===== config.mk =====
export PLATFORM = sky130hd
export DESIGN_NAME = dx_spi3w_master
export DESIGN_NICKNAME = d
export VERILOG_FILES = /design/src/rtl/dx_spi3w_master.sv
export SDC_FILE = /design/constraint.sdc
export NUM_CORES = 1
export LEC_CHECK = 0
export CORE_MARGIN = 5
export CORE_UTILIZATION = 28
export DETAILED_ROUTE_END_ITERATION = 8
export HOLD_SLACK_MARGIN = 0.12
export PLACE_DENSITY = 0.46
export SLEW_MARGIN = 20
export SYNTH_ARGS = -nofsm -noshare
export SYNTH_HDL_FRONTEND = slang
export SYNTH_SLANG_ARGS = --single-unit

===== constraint.sdc =====
create_clock -name clk -period 6.05 [get_ports clk]
set_input_delay 1.21 -clock clk [delete_from_list [all_inputs] [get_ports clk]]
set_output_delay 1.21 -clock clk [all_outputs]
set_load 0.01 [all_outputs]

===== src/rtl/dx_spi3w_master.sv =====
// Half-duplex 3-wire SPI master: parallel command/response in, CSN/SCLK/SDIO out.
// Mode 0 SCLK, MSB-first header then data; SDIO is released for the read turnaround and read data.
//   state      | meaning
//   S_IDLE     | waiting for cmd_valid, csn high
//   S_CS_SETUP | csn low, header MSB already on SDIO
//   S_HDR      | shifting header bits out
//   S_TURN     | read only: one SCLK-low half period with SDIO released
//   S_DATA     | write data out, or read data sampled on SCLK rise
//   S_CS_HOLD  | SCLK low, SDIO released, csn still low
//   S_CS_GAP   | csn high, response issued on first cycle
module dx_spi3w_master #(
  parameter int CMD_WIDTH  = 8,
  parameter int DATA_WIDTH = 8,
  parameter int CLK_DIV    = 2
) (
  input  logic                  clk,
  input  logic                  rst,
  input  logic                  cmd_valid,
  output logic                  cmd_ready,
  input  logic [CMD_WIDTH-1:0]  cmd_hdr,
  input  logic [DATA_WIDTH-1:0] cmd_wdata,
  output logic                  rsp_valid,
  output logic [DATA_WIDTH-1:0] rsp_rdata,
  output logic                  busy,
  output logic                  spi_csn,
  output logic                  spi_sclk,
  output logic                  sdio_t,
  output logic                  sdio_o,
  input  logic                  sdio_i
);

  localparam int MAX_W = (CMD_WIDTH > DATA_WIDTH) ? CMD_WIDTH : DATA_WIDTH;
  localparam int BIT_W = $clog2(MAX_W + 1);
  localparam logic [7:0]       DIV_LOAD  = 8'(CLK_DIV - 1);
  localparam logic [BIT_W-1:0] HDR_LAST  = BIT_W'(CMD_WIDTH - 1);
  localparam logic [BIT_W-1:0] DATA_LAST = BIT_W'(DATA_WIDTH - 1);

  typedef enum logic [2:0] {
    S_IDLE, S_CS_SETUP, S_HDR, S_TURN, S_DATA, S_CS_HOLD, S_CS_GAP
  } state_t;

  state_t                state_q, state_d;
  logic [7:0]            div_q, div_d;
  logic [BIT_W-1:0]      bit_q, bit_d;
  logic                  phase_q, phase_d;
  logic                  is_read_q, is_read_d;
  logic [CMD_WIDTH-1:0]  hdr_q, hdr_d;
  logic [DATA_WIDTH-1:0] wd_q, wd_d;
  logic [DATA_WIDTH-1:0] rx_q, rx_d;
  logic                  cmd_ready_q, cmd_ready_d;
  logic                  rsp_valid_q, rsp_valid_d;
  logic [DATA_WIDTH-1:0] rsp_rdata_q, rsp_rdata_d;
  logic                  busy_q, busy_d;
  logic                  csn_q, csn_d;
  logic                  sclk_q, sclk_d;
  logic                  sdio_t_q, sdio_t_d;
  logic                  sdio_o_q, sdio_o_d;
  logic                  tc;

  assign tc = (div_q == 8'd0);

  always_comb begin
    state_d     = state_q;
    div_d       = div_q;
    bit_d       = bit_q;
    phase_d     = phase_q;
    is_read_d   = is_read_q;
    hdr_d       = hdr_q;
    wd_d        = wd_q;
    rx_d        = rx_q;
    sdio_o_d    = sdio_o_q;
    rsp_valid_d = 1'b0;
    rsp_rdata_d = rsp_rdata_q;

    if (state_q != S_IDLE && !tc) div_d = div_q - 8'd1;

    case (state_q)
      S_IDLE: begin
        if (cmd_valid) begin
          state_d   = S_CS_SETUP;
          div_d     = DIV_LOAD;
          hdr_d     = cmd_hdr;
          wd_d      = cmd_wdata;
          is_read_d = cmd_hdr[CMD_WIDTH-1];
          sdio_o_d  = cmd_hdr[CMD_WIDTH-1];
          rx_d      = '0;
        end
      end
      S_CS_SETUP: begin
        if (tc) begin
          state_d = S_HDR;
          div_d   = DIV_LOAD;
          phase_d = 1'b0;
          bit_d   = HDR_LAST;
        end
      end
      S_HDR: begin
        if (tc) begin
          div_d = DIV_LOAD;
          if (!phase_q) begin
            phase_d = 1'b1;
          end else if (bit_q == '0) begin
            phase_d = 1'b0;
            if (is_read_q) begin
              state_d  = S_TURN;
              sdio_o_d = 1'b0;
            end else begin
              state_d  = S_DATA;
              bit_d    = DATA_LAST;
              sdio_o_d = wd_q[DATA_WIDTH-1];
            end
          end else begin
            phase_d  = 1'b0;
            bit_d    = bit_q - BIT_W'(1);
            hdr_d    = hdr_q << 1;
            sdio_o_d = hdr_d[CMD_WIDTH-1];
          end
        end
      end
      S_TURN: begin
        if (tc) begin
          state_d = S_DATA;
          div_d   = DIV_LOAD;
          phase_d = 1'b0;
          bit_d   = DATA_LAST;
        end
      end
      S_DATA: begin
        if (tc) begin
          div_d = DIV_LOAD;
          if (!phase_q) begin
            phase_d = 1'b1;
            // sample on the same edge that raises SCLK
            if (is_read_q) begin
              rx_d    = rx_q << 1;
              rx_d[0] = sdio_i;
            end
          end else if (bit_q == '0) begin
            state_d  = S_CS_HOLD;
            phase_d  = 1'b0;
            sdio_o_d = 1'b0;
          end else begin
            phase_d = 1'b0;
            bit_d   = bit_q - BIT_W'(1);
            if (!is_read_q) begin
              wd_d     = wd_q << 1;
              sdio_o_d = wd_d[DATA_WIDTH-1];
            end
          end
        end
      end
      S_CS_HOLD: begin
        if (tc) begin
          state_d     = S_CS_GAP;
          div_d       = DIV_LOAD;
          rsp_valid_d = 1'b1;
          rsp_rdata_d = is_read_q ? rx_q : '0;
        end
      end
      S_CS_GAP: begin
        if (tc) state_d = S_IDLE;
      end
      default: state_d = S_IDLE;
    endcase

    // pin outputs are decoded from next state so they register alongside it
    csn_d       = (state_d == S_IDLE) || (state_d == S_CS_GAP);
    sclk_d      = phase_d && ((state_d == S_HDR) || (state_d == S_DATA));
    sdio_t_d    = !((state_d == S_CS_SETUP) || (state_d == S_HDR) ||
                    ((state_d == S_DATA) && !is_read_d));
    busy_d      = (state_d != S_IDLE);
    cmd_ready_d = (state_d == S_IDLE);
  end

  always_ff @(posedge clk) begin
    if (rst) begin
      state_q     <= S_IDLE;
      div_q       <= '0;
      bit_q       <= '0;
      phase_q     <= 1'b0;
      is_read_q   <= 1'b0;
      hdr_q       <= '0;
      wd_q        <= '0;
      rx_q        <= '0;
      cmd_ready_q <= 1'b1;
      rsp_valid_q <= 1'b0;
      rsp_rdata_q <= '0;
      busy_q      <= 1'b0;
      csn_q       <= 1'b1;
      sclk_q      <= 1'b0;
      sdio_t_q    <= 1'b1;
      sdio_o_q    <= 1'b0;
    end else begin
      state_q     <= state_d;
      div_q       <= div_d;
      bit_q       <= bit_d;
      phase_q     <= phase_d;
      is_read_q   <= is_read_d;
      hdr_q       <= hdr_d;
      wd_q        <= wd_d;
      rx_q        <= rx_d;
      cmd_ready_q <= cmd_ready_d;
      rsp_valid_q <= rsp_valid_d;
      rsp_rdata_q <= rsp_rdata_d;
      busy_q      <= busy_d;
      csn_q       <= csn_d;
      sclk_q      <= sclk_d;
      sdio_t_q    <= sdio_t_d;
      sdio_o_q    <= sdio_o_d;
    end
  end

  assign cmd_ready = cmd_ready_q;
  assign rsp_valid = rsp_valid_q;
  assign rsp_rdata = rsp_rdata_q;
  assign busy      = busy_q;
  assign spi_csn   = csn_q;
  assign spi_sclk  = sclk_q;
  assign sdio_t    = sdio_t_q;
  assign sdio_o    = sdio_o_q;

endmodule


Word level (Yosys, flattened, before mapping):

Cells that the tools add are included.

* $add $sub $neg: 2
* equal/unequal tests: 23
* mux-type cells: 60
* bitwise operators: 1
* reduce and logical (&&, ||, !) cells: 30

Operators by type and width (number)
* 2-to-1 mux 8 bit: 13
* one-hot mux 8 bit (2 select lines): 3
* 2-to-1 mux 3 bit: 12
* 2-to-1 mux 4 bit: 8
* 2-to-1 mux 7 bit: 4
* one-hot mux 3 bit (7 select lines): 1
* != test 2 bit (second input constant): 10
* == test 3 bit (second input constant): 5
* 2-to-1 mux 1 bit: 15
* one-hot mux 7 bit (2 select lines): 1
* one-hot mux 4 bit (3 select lines): 1
* nonzero test 3 bit: 4
* AND reduction 5 bit: 2
* == test 3 x 2 -> 1 bit (second input constant): 3
* zero test 8 bit: 1
* AND reduction 8 bit: 1
* subtractor 8 x 1 -> 8 bit (second input constant): 1
* AND reduction 7 bit: 1
* == test 3 x 1 -> 1 bit (second input constant): 2
* zero test 3 bit: 2
* != test 3 bit (second input constant): 2
* AND reduction 6 bit: 1
* OR reduction 2 bit: 3
* OR reduction 5 bit: 1
* other kinds (11): 19

* flip-flop bits (word level): 55
* input bits: 20
* output and inout port bits: 15

Depth between registers and ports, before layout:

* depth in word-level cells: 9
* mapped depth: 12
* mapped depth without buffers: 11

Worst setup path after synthesis:

OpenSTA, ideal clock, no wires.

* kind: reg-to-reg
* start point: reg div_q[0]
* end point: reg sclk_q, in the netlist spi_sclk
* arrival: 2.308 ns
* required time: 5.992 ns
* setup slack: 3.684 ns
* cell stages (with the launch flop): 13
* clock period less this slack: 2.366 ns
* cell sequence: dfxtp_1 -> inv_1 -> ha_1 -> or3b_2 -> buf_2 -> nor2_8 -> inv_4 -> ha_1 -> nand2_1 -> o21ai_0 -> o2bb2ai_1 -> a211oi_1 -> o211a_1

* cells in the longest elaborated chain, start to end: 6
* elaborated cells on any way between the ends: 15
* those cells by class: eq/ne (2); mux (10); reduce/logical (3)

RTL lines
* start: declaration: RTL line 43 `logic [7:0] div_q, div_d;`
* start signal: assignment: RTL line 195 `div_q <= div_d;`
* zero test 8 bit (*): RTL line 60 `assign tc = (div_q == 8'd0);`
* 2-to-1 mux 3 bit, or another cell as far along: RTL line 161 `if (tc) state_d = S_IDLE;`
* one-hot mux 3 bit (7 select lines): RTL line 77 `case (state_q)`
* == test 3 x 2 -> 1 bit / == test 3 bit (equally long branches): RTL line 168 `sclk_d = phase_d && ((state_d == S_HDR) || (state_d == S_DATA));`
* logical OR 1 bit: RTL line 168
* logical AND 1 bit (*): RTL line 168
* end signal: assignment: RTL line 207 `sclk_q <= sclk_d;`
* end: declaration: RTL line 55 `logic sclk_q, sclk_d;`

Every way passes the cells marked *; elsewhere a longest branch is shown, timed or not.
A chain may end at the register's enable or synchronous reset.

==> out/qor.yml <==
logic_synthesis:
  synth_enable_flop_cells: 0
  synthAdderAreaFrac_pct: 1.35
  synth_top_family_by_area: "compound AO/OA/AOI/OAI gates"
  synth_compound_area_share_pct: 24.3
  yosys.area_share.simple_pct: 21.8
  syn_inst: 310
  async_reset_ff_share_pct: 0
  avgSynthCellArea_sq_um: 8.97
  synthesis.area_sq_um: 2780
  synth_nets: 333
  synth_warnings: 0
  synth_xor_area_share_pct: 1.26
  muxShareOfSynthArea_pct: 5.81
  synth_cell_type_count: 60
  ys.flop_type: "dfxtp_1"
  synth_seq_cells: 55
  yosysSeqAreaShare_pct: 39.6
routing:
  ant_nets: 0
  drc: 0
  wirelength_um: 6740
  via_count: 2295
  vias_per_cell: 4.91
  dr.first_iter.drc_count: 113
  routedWlPerCell_um: 14.4
  drtPass1Iterations: 4
pwr:
  p_leak_nw: 1.13
  total_power_mw: 1.61
  peakVddDrop_mv: 0.148
  p_per_area_nw_per_um2: 488
worst_setup_path:
  critPathRequiredTime_ns: 6.22
  cp.arrival_ns: 3.11
  ff2ff_path_depth: 11
  crit_path_end_kind: "flop"
  rr_endpoint: "spi_sclk$_SDFF_PP0_"
  reg2reg_from: "div_q[0]$_SDFF_PP0_"
  crit_path_start: "rst"
  rrSetupSlack_ns: 3.32
  startpoint_type: "input port"
  critPathKind: "input port to flop"
  worstPathMaxFanout: 21
floorplan:
  die_height_um: 110
  die_area_sq_um: 12000
  fp.dieW_um: 110
  pin_count: 35
  start_util_pct: 28.6
  coreArea_sq_um: 9730
  rows: 36
clock_network:
  clk_pin_slew_ns: 0.10
  cts_resized: 0
  h-tree-depth: 2
  post_cts_buffers: 0
  cts_hold_buf: 0
  tritoncts: "built"
  cts_buffer_depth: 2
  cts-root-buf: "clkbuf_8"
  clkSinkCount: 55
  clock_latency_ns: 0.32
  cts_buffers: 5
status:
  outcome: "complete, no violations"
timing:
  hold_viol: 0
  fmax_mhz: 341
  fin_setup_tns_ns: 0
  rsz0062_at_grt: "false"
  worst_pin_slew_ns: 0.844
  relSlewSlack_pct: 43.5
  skew_ns: 0.0139
  setup_viol: 0
  finalCritPeriodShare_pct: 48.5
  drv_slew: 0
  period_minus_slack_ns: 2.94
grt:
  grt_max_degree: 28
  antenna_found_initial: 0
  grt_pass1_wl_um: 11300
  grt_pass1_vias: 2245
  grt_util_all_layers_pct: 11.8
  grt_overflow: 0
placed_design:
  routabilityCongestion: 0.806
  dp_hpwl_um: 4820
  portBuffers: 34
cells_and_area:
  final_nets: 356
  n_fill_cell: 1054
  drive_gt1_share_pct: 8.68
  final_cell_mix: "dfxtp_1 (55), clkdlybuf4s50_1 (34), nor2_1 (27)"
  antenna_cells: 0
  layout_commonest_cell: "dfxtp_1"
  layout-area-overhead-vs-synth_pct: 18.6
job:
  drv_cap: 0
worst_hold_path:
  hp-class: "flop to flop"
  min_path_cells: 2
  min_to: "hdr_q[0]$_SDFFE_PP0P_"
  worstHoldStart: "hdr_q[0]$_SDFFE_PP0P_"
==> worst max-delay path: stages <==
cell	delay, ns
clkdlybuf4s50_1	1.02
buf_4	0.39
a21oi_1	0.06
o21ai_1	0.30
a211oi_1	0.10
==> synth_stat cells (all sizes together), types with 3 or more instances <==
master  instances  area [sq um]
dfxtp          55          1100
nor2           31           140
a21oi          26           130
a211oi         18           165
nand2b         16           100
mux2i          15           150
nand2          15          56.3
nand3          13          65.1
clkbuf         11          41.3
buf            10          87.6
nor3           10          50.1
inv             9          36.3
o21ai           9          45.0
a22o            8          70.1
nor3b           4          30.0
o31ai           4          30.0
a22oi           3          36.3
and2            3          18.8
and3            3          18.8
ha              3          37.5
nor2b           3          18.8
nor4            3          18.8
o211ai          3          22.5
==> final cells by class <==
class                      count  area [sq um]  share of cell area, %
tap                          133           166                   5.05
sequential                    55          1100                   33.4
timing repair buffer          37           363                   11.0
inverter                       9          36.3                   1.10
clock buffer                   6          72.6                   2.20
multi-input combinational    225          1520                   46.1
clock inverter                 2          38.8                   1.18
==> through the flow <==
step                      hold slack, ns  cell area, sq um  instances  util [%]  worst slack, ns
after floorplan                    0.443              2780        310         -             3.68
after global placement             0.459              3190        459      32.7             2.73
after detailed placement           0.460              3190        459      32.7             2.71
after CTS                          0.476              3300        467      33.9             3.06
after global routing               0.506              3300        467      33.9             2.92
final                              0.477              3300        467      33.9             3.11
==> worst max-delay path by stage <==
| stage | cells after the start | slack, ns | to |
|---|---|---|---|
| 2_1_floorplan | 12 | 3.68 | spi_sclk$_SDFF_PP0_ |
| 3_3_place_gp | 5 | 2.73 | div_q[7]$_SDFF_PP0_ |
| 5_1_grt | 5 | 2.92 | div_q[1]$_SDFF_PP0_ |
| 4_1_cts | 5 | 3.06 | div_q[1]$_SDFF_PP0_ |
| 3_5_place_dp | 5 | 2.71 | div_q[1]$_SDFF_PP0_ |
| 6_report | 5 | 3.11 | div_q[1]$_SDFF_PP0_ |
==> report_power, final <==
group          switching (mW)  internal [mW]
combinational           0.503          0.320
clock                   0.127          0.125
sequential             0.0846          0.447
total                   0.715          0.892
==> registers in the layout, summed over array words and instances (netlist names), 3 cells and up <==
| name | count |
|---|---|
| bit_q | 4 |
| rx_q | 8 |
| hdr_q | 7 |
| rsp_rdata | 8 |
| wd_q | 8 |
| div_q | 8 |
| state_q | 3 |
==> cells by family (layout without fill, tap and decap cells) <==
| kind of cell | Yosys count | count (layout) |
|---|---|---|
| AO/OA/AOI/OAI | 90 | 90 |
| XOR/XNOR | 4 | 4 |
| adder cells (fa/ha/maj) | 3 | 3 |
| buffers and inverters | 30 | 54 |
| flip-flops | 55 | 55 |
| multiplexers | 16 | 16 |
| AND/OR/NAND/NOR | 112 | 112 |
==> metal layers <==
metal	share of wire [%]	GRT usage, %
met1	50	16.2
met2	45	18.3
met3	3.0	2.41
met4	1.9	4.01
met5	0	0
No activity file was read; power rests on OpenSTA's default activity.
